[src/rtl/proc_pkg.sv]
`default_nettype none
// ============================================================================
// proc_pkg : opcodes, FSM states, ALU selects and instruction field slices
// Revision  : 1.0
// ============================================================================
package proc_pkg;

  typedef enum logic [3:0] {
    OP_NOOP  = 4'h0,
    OP_STORE = 4'h1,
    OP_LOAD  = 4'h2,
    OP_ADD   = 4'h3,
    OP_SUB   = 4'h4,
    OP_HALT  = 4'h5
  } opcode_e;

  // ST_INIT must stay at zero so State_Out reads 0 straight out of reset.
  typedef enum logic [3:0] {
    ST_INIT    = 4'd0,
    ST_FETCH   = 4'd1,
    ST_FETCH_W = 4'd2,
    ST_DECODE  = 4'd3,
    ST_LOAD_A  = 4'd4,
    ST_LOAD_B  = 4'd5,
    ST_STORE   = 4'd6,
    ST_ADD     = 4'd7,
    ST_SUB     = 4'd8,
    ST_NOOP    = 4'd9,
    ST_HALT    = 4'd10
  } state_e;

  localparam logic [2:0] ALU_PASS = 3'd0;
  localparam logic [2:0] ALU_ADD  = 3'd1;
  localparam logic [2:0] ALU_SUB  = 3'd2;

  localparam int OPC_MSB     = 15;
  localparam int OPC_LSB     = 12;
  localparam int RA_MSB      = 11;
  localparam int RA_LSB      = 8;
  localparam int RB_MSB      = 7;
  localparam int RB_LSB      = 4;
  localparam int RD_MSB      = 3;
  localparam int RD_LSB      = 0;
  localparam int ST_ADDR_MSB = 7;
  localparam int ST_ADDR_LSB = 0;
  localparam int LD_ADDR_MSB = 11;
  localparam int LD_ADDR_LSB = 4;

  // Unused opcode values collapse to NOOP.
  function automatic opcode_e decode_op(input logic [15:0] ir);
    opcode_e op;
    case (ir[OPC_MSB:OPC_LSB])
      4'h1:    op = OP_STORE;
      4'h2:    op = OP_LOAD;
      4'h3:    op = OP_ADD;
      4'h4:    op = OP_SUB;
      4'h5:    op = OP_HALT;
      default: op = OP_NOOP;
    endcase
    return op;
  endfunction

endpackage
`default_nettype wire

[src/rtl/pc_counter.sv]
`default_nettype none
// ============================================================================
// pc_counter : program counter with synchronous clear and increment enable
// Revision   : 1.0
// ============================================================================
module pc_counter #(
  parameter int PC_W = 7
) (
  input  logic            clk,
  input  logic            clr,
  input  logic            inc,
  output logic [PC_W-1:0] pc
);

  logic [PC_W-1:0] pc_q;
  logic [PC_W-1:0] pc_d;

  // Wrap from all-ones to zero falls out of the natural overflow.
  always_comb begin
    pc_d = pc_q;
    if (inc) begin
      pc_d = pc_q + {{(PC_W-1){1'b0}}, 1'b1};
    end
  end

  always_ff @(posedge clk) begin
    if (clr) begin
      pc_q <= '0;
    end else begin
      pc_q <= pc_d;
    end
  end

  assign pc = pc_q;

endmodule
`default_nettype wire

[src/rtl/control_unit.sv]
`default_nettype none
// ============================================================================
// control_unit : fetch/decode/execute sequencer driving datapath controls
// Revision     : 1.0
// ============================================================================
module control_unit
  import proc_pkg::*;
#(
  parameter int PC_W = 7
) (
  input  logic            clk,
  input  logic            reset,
  output logic [PC_W-1:0] IM_Addr,
  input  logic [15:0]     IM_Data,
  output logic [7:0]      D_Addr,
  output logic            D_WriteEn,
  output logic            MuxS,
  output logic [3:0]      RegF_W_addr,
  output logic            RegF_W_en,
  output logic [3:0]      RegF_Ra_addr,
  output logic [3:0]      RegF_Rb_addr,
  output logic [2:0]      ALU_S,
  output logic [PC_W-1:0] PC_Out,
  output logic [15:0]     IR_Out,
  output logic [3:0]      State_Out
);

  state_e          state_q;
  state_e          state_d;
  logic [15:0]     ir_q;
  logic [15:0]     ir_d;
  logic [PC_W-1:0] pc;
  logic            pc_inc;

  pc_counter #(
    .PC_W (PC_W)
  ) u_pc_counter (
    .clk (clk),
    .clr (reset),
    .inc (pc_inc),
    .pc  (pc)
  );

  always_ff @(posedge clk) begin
    if (reset) begin
      state_q <= ST_INIT;
      ir_q    <= '0;
    end else begin
      state_q <= state_d;
      ir_q    <= ir_d;
    end
  end

  // ROM data is valid in FETCH_W, so IR capture and PC advance share its exit edge.
  always_comb begin
    state_d = state_q;
    ir_d    = ir_q;
    pc_inc  = 1'b0;
    case (state_q)
      ST_INIT:    state_d = ST_FETCH;
      ST_FETCH:   state_d = ST_FETCH_W;
      ST_FETCH_W: begin
        state_d = ST_DECODE;
        ir_d    = IM_Data;
        pc_inc  = 1'b1;
      end
      ST_DECODE: begin
        case (decode_op(ir_q))
          OP_LOAD:  state_d = ST_LOAD_A;
          OP_STORE: state_d = ST_STORE;
          OP_ADD:   state_d = ST_ADD;
          OP_SUB:   state_d = ST_SUB;
          OP_HALT:  state_d = ST_HALT;
          default:  state_d = ST_NOOP;
        endcase
      end
      ST_LOAD_A:  state_d = ST_LOAD_B;
      ST_LOAD_B,
      ST_STORE,
      ST_ADD,
      ST_SUB,
      ST_NOOP:    state_d = ST_FETCH;
      ST_HALT:    state_d = ST_HALT;
      default:    state_d = ST_INIT;
    endcase
  end

  always_comb begin
    IM_Addr      = '0;
    D_Addr       = '0;
    D_WriteEn    = 1'b0;
    MuxS         = 1'b0;
    RegF_W_addr  = '0;
    RegF_W_en    = 1'b0;
    RegF_Ra_addr = '0;
    RegF_Rb_addr = '0;
    ALU_S        = ALU_PASS;
    case (state_q)
      ST_FETCH,
      ST_FETCH_W: IM_Addr = pc;
      // Address and destination are held across both LOAD states so the
      // memory read data is settled by the LOAD_B write edge.
      ST_LOAD_A,
      ST_LOAD_B: begin
        D_Addr      = ir_q[LD_ADDR_MSB:LD_ADDR_LSB];
        MuxS        = 1'b1;
        RegF_W_addr = ir_q[RD_MSB:RD_LSB];
        RegF_W_en   = (state_q == ST_LOAD_B);
      end
      ST_STORE: begin
        RegF_Ra_addr = ir_q[RA_MSB:RA_LSB];
        D_Addr       = ir_q[ST_ADDR_MSB:ST_ADDR_LSB];
        D_WriteEn    = 1'b1;
      end
      ST_ADD,
      ST_SUB: begin
        RegF_Ra_addr = ir_q[RA_MSB:RA_LSB];
        RegF_Rb_addr = ir_q[RB_MSB:RB_LSB];
        ALU_S        = (state_q == ST_ADD) ? ALU_ADD : ALU_SUB;
        RegF_W_addr  = ir_q[RD_MSB:RD_LSB];
        RegF_W_en    = 1'b1;
      end
      default: ;
    endcase
  end

  assign PC_Out    = pc;
  assign IR_Out    = ir_q;
  assign State_Out = state_q;

endmodule
`default_nettype wire

[config.mk]
export PLATFORM = sky130hd
export DESIGN_NAME = control_unit
export DESIGN_NICKNAME = d
export VERILOG_FILES = /design/src/rtl/proc_pkg.sv /design/src/rtl/pc_counter.sv /design/src/rtl/control_unit.sv
export SDC_FILE = /design/constraint.sdc
export NUM_CORES = 1
export LEC_CHECK = 0
export CAP_MARGIN = 20
export CORE_MARGIN = 2
export CORE_UTILIZATION = 33
export CTS_CLUSTER_DIAMETER = 40
export DETAILED_ROUTE_END_ITERATION = 10
export HOLD_SLACK_MARGIN = 0.02
export PLACE_DENSITY = 0.7
export SYNTH_ARGS = -nofsm -noshare
export SYNTH_HDL_FRONTEND = slang
export SYNTH_SLANG_ARGS = --single-unit
export TNS_END_PERCENT = 5
[constraint.sdc]
create_clock -name clk -period 2.25 [get_ports clk]
set_input_delay 0.3375 -clock clk [delete_from_list [all_inputs] [get_ports clk]]
set_output_delay 0.3375 -clock clk [all_outputs]
set_load 0.02 [all_outputs]
==> metrics list, run 1 <==
* CTS buffer count: 3
- Switching share of power: approximately a third
* Total Routed Length: a little over 4 mm
* Synth Register Bits: 27
* Clk pin slew, worst setup/hold paths: approximately 0.1 ns
- The tightest min-delay check is of the flip-flop to flip-flop type.
- Setup repair after global routing left no endpoint under its margin.
- Area taken by multi-input logic gates: slightly below 800 sq um
- Sequential cells account for roughly 48% of the total power.
- After filler insertion, the fill cell instance count of the layout stands at 382.
- Critical hold path startpoint: IR_Out[10]
- Total of buffers placed on input and output ports: 76
- Required time worst endpoint: about 1.9 ns
- The clock arrives with about 0.0034 ns of skew.
* Starting density of the core: between 30% and 40%
- In the layout the commonest cells are sky130_fd_sc_hd__clkdlybuf4s50_1 (46), sky130_fd_sc_hd__nand2_1 (38), sky130_fd_sc_hd__dfxtp_1 (26), sky130_fd_sc_hd__dlygate4sd2_1 (22), sky130_fd_sc_hd__a21oi_1 (21).
- Cell count after synthesis: between 150 and 200
* Final antenna-violating net count: 0
- Die X: approximately 70 um
- The internal portion of the total power is between 700 and 800 uW.
- The library cell used most frequently in the layout, excluding fill and tap cells, is sky130_fd_sc_hd__clkdlybuf4s50_1.
- Pin placement for this block handled between 70 and 80 I/O pins.
- TritonCTS clock tree: done
* Diode insertion count for antenna repair: 0
* Maximum number of pins on one net before global-route repair: 18
* Antenna violations before repair: 0
- Of the synthesized area, sequential elements account for a little under two fifths.
- Yosys mapped the design onto 36 distinct sky130hd cell types.
- Worst setup SP type: flip-flop
- For this design, the CTS-stage hold fixing added 0 buffers.
- Post-Place Worst Slack: around 0.14 ns
* Outcome: finished clean
- Post-detailed-route via-to-cell ratio: around 4.7
- Share of the cycle needed by the critical path after routing: 93.94%
* Warnings from Yosys: 0
* Worst Setup Path Type: flip-flop to output pin
- The number of global-route vias before repair came to ~1400.
- Count of standard-cell rows: 23
- Power per Cell Area: approximately 510 mW/mm^2
- Setup violations remaining at the end of the flow were counted as 0.
* Insertion delay of the later-clocked pin in the worst-skew pair: ~0.28 ns
- GRT Residual Overflow: 0
* First-iteration detailed-routing DRC count: 52
- Summed over all nets, the half-perimeter wirelength after detailed placement is about 3.1 mm.
- In the final routed layout, each cell accounts on average for ~13 um.
- Drt first pass iters: 4
- The analysis attributes to cell leakage a power of around 0.0011 uW.
- Total Power: roughly 1200 uW
- Number of violations of the max-capacitance limit: 0
- Average cell area after synthesis: about 8.0 sq um
* Kind of end point of the critical path: output pin
- Cells fill a little under three fifths of the core in the end.
- In this run the post-CTS setup repair buffer count came out at 0.
- Count of endpoints failing hold in the final timing report: 0
- Floorplan Core Area: roughly 0.0041 sq mm
- Switching Power: 365.9 uW
* Total number of vias: about 1400
- The first global-routing pass estimated between 6 and 7 mm of wire.
- Longest Clk Path Bufs: 2
- Final Critical Period: around 2.1 ns
* Root buffer cell: sky130_fd_sc_hd__clkbuf_8
- Part of the power in combinational logic: around 28%
* Max Transition Viols Final: 0
* WP data arrival: 1.78 ns
- Post-synthesis instance area: ~0.0014 sq mm
- Final worst-path setup slack: between 0.1 and 0.15 ns
* R2r startpoint: State_Out[0]
- Hold Worst Slack: 0.4905 ns
- The die is 69.60 um tall.
- Sequential cell area: 541.8 sq um
- Final routed DRC violation total: 0
* Number of nets produced by synthesis: 196
- Per report_power, the clock group accounts for about a quarter of the total.
- At the end of routability-driven placement, the weighted congestion stood at roughly 0.87.
- CP Max Fanout: 4
- Highest clock frequency the design can meet: around 470 MHz
* Global routing usage summed across all routing layers: roughly 17%
- Synthesis-to-finish area growth: 60.97%
- Layout Nets: around 280
- Layout cells sized above 1: roughly 9%
- Setup TNS: 0 ns
* Sinks on Clock Net: 27
- Start point of the critical path: State_Out[3]
- IR analysis of the VDD net gives a maximum drop of about 0.00045 V.
* Die area: 0.004844 sq mm
* H-tree depth reported by CTS: 1
## cell type report
type | instances | area share (%)
timing repair buffer | 88 | 36.89
tap | 50 | 2.737
inverter | 3 | 0.4926
sequential | 27 | 23.70
multi-input combinational | 135 | 34.04
clock inverter | 1 | 0.3284
clock buffer | 3 | 1.806
## path summary, 6_finish.rpt
path	endpoint	slack, ns	cells past startpoint
max	ALU_S[1]	0.14	4
min	IR_Out[10]	0.49	2
max reg2reg	u_pc_counter.pc[6]	0.63	6
min reg2reg	IR_Out[10]	0.49	2
## power groups by stage
stage | clock network (uW) | registers (uW) | logic, uW
floorplan | 0 | 585 | 160
global placement | 0 | 561 | 320
detailed placement | 0 | 562 | 322
CTS | 297 | 551 | 322
global route | 313 | 560 | 345
finish | 288 | 552 | 319
## cells by family (layout without fill, tap and decap cells)
family / after synthesis / after routing / share of synthesized area (%)
xor+xnor: 8 / 8 / 4.934
other cells: 1 / 1 / 0.2641
simple gates: 88 / 88 / 32.07
compound gates: 37 / 37 / 16.39
flops: 27 / 27 / 38.06
fa+ha+maj: 1 / 1 / 0.8809
buf+inv: 15 / 95 / 7.400
## sequential cells by signal (all words and copies together), names as in the netlist
register,count
u_pc_counter.pc,7
State_Out,4
IR_Out,16
## repair_timing
item                       4_1_cts  5_1_grt
cloned                           0        0
gates resized for setup         24        9
setup endpoints to repair       27        9
## critical path, cell delays in order, from the launching register on
cell and delay, ns:
sky130_fd_sc_hd__dfxtp_1 0.36, sky130_fd_sc_hd__or2b_1 0.26, sky130_fd_sc_hd__nand2b_1 0.20, sky130_fd_sc_hd__inv_1 0.07
sky130_fd_sc_hd__clkdlybuf4s50_1 0.60
## per-stage QoR
stage	area [sq um]	std cells
finish	2286	307
global route	2286	307
CTS	2262	307
detailed placement	2240	303
global placement	2240	303
floorplan	1420	177
## synthesized netlist by cell type (all sizes together)
cell type  count  area share, %
o311a          1           0.70
conb           1           0.26
or2b           1           0.53
o211ai         1           0.53
a21o           1           0.62
o21a           1           0.53
ha             1           0.88
dfxtp         27             38
xor2           6            3.7
and3           2           0.88
nand3b         2            1.1
a21oi         22            7.8
xnor2          2            1.2
and2          19            8.4
or4b           1           0.97
nor2          13            3.6
buf           10            6.1
inv            3           0.79
a2111oi        1           0.62
nor3           2           0.70
nand3          1           0.35
nor4           1           0.44
nand4          3            1.3
nand2b         3            1.5
a22o           8            4.9
nand2         38             10
clkbuf         2           0.53
nor4b          2            2.3
o21ai          2           0.70
## metal layers
layer | GRT usage [%] | wire, um | share of wire, % | up-vias
met4 | 5.229 | 79 | 1.9 | 0
met5 | 0 | 0 | 0 | -
met3 | 3.779 | 168 | 4.1 | 6
met1 | 22.92 | 1970 | 48 | 651
li1 | - | - | - | 751
met2 | 27.78 | 1882 | 46 | 39
Note: power is estimated with default switching activity, not from simulation.
==> run 2: changes to the inputs <==
--- a/config.mk
+++ b/config.mk
@@ -10,8 +10,9 @@
 export CORE_UTILIZATION = 33
 export CTS_CLUSTER_DIAMETER = 40
 export DETAILED_ROUTE_END_ITERATION = 10
-export HOLD_SLACK_MARGIN = 0.02
+export HOLD_SLACK_MARGIN = 0.15
 export PLACE_DENSITY = 0.7
+export SLEW_MARGIN = 25
 export SYNTH_ARGS = -nofsm -noshare
 export SYNTH_HDL_FRONTEND = slang
 export SYNTH_SLANG_ARGS = --single-unit
==> results of run 2 <==
The final DEF is identical to that of run 1; final timing and power are the same.
==> run 3: changes to the inputs <==
--- a/config.mk
+++ b/config.mk
@@ -12,6 +12,7 @@
 export DETAILED_ROUTE_END_ITERATION = 10
 export HOLD_SLACK_MARGIN = 0.15
 export PLACE_DENSITY = 0.7
+export SKIP_LAST_GASP = 1
 export SLEW_MARGIN = 25
 export SYNTH_ARGS = -nofsm -noshare
 export SYNTH_HDL_FRONTEND = slang
==> run 3 against run 2 <==
Compared with the run above:
- the flow now finishes with violations (negative setup slack)
- clock skew about the same
- first-iteration DRC count decreased by 13%
- global-route usage increased by 0.27 points
- critical path depth increased by 1
- combinational power about the same
- core utilization increased by 0.22 points
- register-to-register slack about the same
- hold slack improved by 0.0021 ns
- die area unchanged
- non-clock buffer count unchanged
- worst setup slack got worse by 0.28 ns
- largest power group unchanged
==> metrics list, run 3 (same netlist as run 1, synthesis figures left out) <==
- Outcome: finished with violations
* Violations in the final reports: negative setup slack
- The die span in x came to 69.60 um (unchanged).
- Total Power: 1161 uW (+0.24%)
- Post-CTS setup buffer count: 0 (unchanged)
* Total of buffers placed on input and output ports: 76 (unchanged)
- Number of instances resized during post-cts repair: 1 (-96%)
- Clock network fraction of design power: 24.9% (about the same)
- The total power per unit cell area came to 506.1 mW/mm^2 (-0.14%).
- Starting density of the core: 35.00% (unchanged)
- The total number of placement rows came to 23 (unchanged).
* Layout Nets: 277 (unchanged)
- Antenna violations before repair: 0 (unchanged)
* Post-detailed-route via-to-cell ratio: 4.746 (+0.69%)
* Setup repair after global routing missed its margin: yes
* Layout cells sized above 1: 8.949% (unchanged)
* Required time worst endpoint: 1.91 ns (about the same)
* Gp weighted congestion: 0.8704 (unchanged)
- The average wire length per cell after detail routing was 13.25 um (-0.83%).
- The TritonCTS buffer count came to 3 (unchanged).
- Final antenna-violating net count: 0 (unchanged)
- Sequential cell area: 541.8 sq um (unchanged)
- Kind of cell with the highest combined delay on the critical path: simple AND/OR/NAND/NOR gates
- The slack of the critical path is -0.1390 ns (-0.2754 ns).
- The worst path buffer plus inverter count is 1 (-1).
- The number of global-route vias before repair came to 1394 (+2.3%).
* CP Max Fanout: 4 (unchanged)
- Diode insertion count for antenna repair: 0 (unchanged)
* Static Leak: 0.0008704 uW (-21%)
- The estimated wirelength of the detail-placed design came to 3.135 mm (unchanged).
- The reg2reg setup slack was 0.64 ns (about the same).
* Commonest cells after routing, fill and taps aside: sky130_fd_sc_hd__clkdlybuf4s50_1 (74), sky130_fd_sc_hd__nand2_1 (38), sky130_fd_sc_hd__dfxtp_1 (26), sky130_fd_sc_hd__a21oi_1 (21), sky130_fd_sc_hd__and2_1 (19)
- First-iteration detailed-routing DRC count: 45 (-13%)
- Die area: 0.004844 sq mm (unchanged)
- STA classifies the critical path startpoint as a flip-flop.
- The remaining global-route overflow was 0 (unchanged).
- Traced cell by cell, the critical path runs through or2b_1 > nand2b_1 > o21ai_1 > and2_1 > clkdlybuf4s50_1.
* R2r startpoint: State_Out[0]
- The share of the clock period used by the worst path was 106.2% (+12 points).
- Post-Place Worst Slack: 0.1365 ns (unchanged)
- Reg power frac: 47.5% (about the same)
* Count of endpoints failing hold in the final timing report: 0 (unchanged)
- The startpoint identified for the worst hold timing path is IR_Out[11].
* Number of failing setup endpoints in the final timing report: 23 (+23)
- Critical-path cell with the highest stage delay: sky130_fd_sc_hd__clkdlybuf4s50_1
- The delay of the slowest cell on the worst path came to 0.60 ns (about the same).
- TritonCTS built the clock tree.
* Sinks on Clock Net: 27 (unchanged)
- The routing usage on met3 came to 4.070% (+0.29 points).
- Total Routed Length: 4.067 mm (-0.83%)
- The number of fill cells in the layout came to 379 (-0.79%).
- Final routed DRC violation total: 0 (unchanged)
- Met1 routing resource usage after global routing: 23.27% (+0.35 points)
* Min-Delay Path Class: flip-flop to flip-flop
- Number of flip-flops under the largest register name: 16 (unchanged)
* Hold-fix buffer count after cts: 0 (unchanged)
- I/O Pins: 78 (unchanged)
- The critical path starts at State_Out[3].
- The floorplan die height came to 69.60 um (unchanged).
* Worst Setup Path Type: flip-flop to output pin
- Kind of end point of the critical path: output pin
* Hold Worst Slack: 0.4926 ns (+0.002091 ns)
- After global routing, the most crowded layer is met2.
- H-tree depth reported by CTS: 1 (unchanged)
- Most common library cell in the layout ignoring fill and taps: sky130_fd_sc_hd__clkdlybuf4s50_1
- The post-layout instance count excluding filler cells came to 307 (unchanged).
- The worst-case clock buffer depth came to 2 (unchanged).
- Part of the power in combinational logic: 27.6% (about the same)
* Global routing usage summed across all routing layers: 17.50% (+0.27 points)
* Clk pin slew, worst setup/hold paths: 0.10 ns (about the same)
* Max VDD drop: 0.0004533 V (+0.55%)
- Area taken by multi-input logic gates: 778.2 sq um (unchanged)
- Switching Power: 366.6 uW (+0.18%)
- The maximum number of pins on one net before global-route repair was 18 (unchanged).
* Internal Pwr Total: 794.8 uW (+0.27%)
- Floorplan Core Area: 0.004058 sq mm (unchanged)
* Highest clock frequency the design can meet: 418.6 MHz (-12%)
- Insertion delay of the later-clocked pin in the worst-skew pair: 0.28 ns (about the same)
* Final Skew: 0.002996 ns (-0.0003655 ns)
- The switching share of power is 31.56% (about the same).
* Total number of vias: 1457 (+0.69%)
- The area growth from synthesis to layout is 61.59%.
* Cells after DPL: 303 (unchanged)
- The worst path arrival time is 2.05 ns (+0.27 ns).
- The number of max-cap violations came to 0 (unchanged).
- Final Critical Period: 2.389 ns (+0.2754 ns)
- Global routing usage on met2: 28.10% (+0.32 points)
- Root buffer cell: sky130_fd_sc_hd__clkbuf_8
* Max Transition Viols Final: 0 (unchanged)
- Wire length of the first global-routing pass: 6.906 mm (+1.6%)
* Drt first pass iters: 4 (unchanged)
==> run 3: changes by cell type in the layout (fill, tap and decap cells not counted), sizes merged <==
cell,before,now
dlygate4sd2,22,1
dlymetal6s2s,8,1
clkdlybuf4s50,46,74
==> run 3: area by class of cell <==
| class | instances | area share [%] |
|---|---|---|
| Clock inverter | 1 | 0.3272 |
| Clock buffer | 3 | 1.799 |
| Sequential cell | 27 | 23.61 |
| Inverter | 3 | 0.4907 |
| Tap cell | 50 | 2.726 |
| Multi-Input combinational cell | 135 | 33.91 |
| Timing Repair Buffer | 88 | 37.13 |
==> run 3: final timing paths <==
kind                        endpoint  cells after the start
setup reg to reg  u_pc_counter.pc[6]                      6
hold / removal            IR_Out[11]                      2
hold reg to reg           IR_Out[11]                      2
setup / recovery     RegF_Rb_addr[3]                      5
==> run 3: through the flow <==
stage / TNS, ns / instance area (sq um) / utilization (%)
floorplan: 0 / 1420 / -
global placement: 0 / 2240 / 55.20
detailed placement: 0 / 2240 / 55.20
CTS: -3.745 / 2287 / 56.37
global route: -5.332 / 2295 / 56.55
finish: -2.211 / 2295 / 56.55
==> run 3: worst min-delay path, cell delays in order, from the launching register on <==
cell                      delay [ns]
sky130_fd_sc_hd__dfxtp_1        0.34
sky130_fd_sc_hd__nand2_1        0.06
sky130_fd_sc_hd__a21oi_1        0.05
==> run 3: layer usage <==
layer,wire length [um],share of wire (%)
met1,1908,47
met2,1910,47
met3,197,4.8
met4,50,1.2
met5,0,0
==> run 3: power groups by stage <==
| stage | logic (uW) | clock network (uW) | registers, uW |
|---|---|---|---|
| 5_1_grt | 347 | 313 | 560 |
| 3_3_place_gp | 320 | 0 | 561 |
| 2_1_floorplan | 160 | 0 | 585 |
| 3_5_place_dp | 322 | 0 | 562 |
| 4_1_cts | 323 | 297 | 551 |
| 6_report | 321 | 289 | 551 |
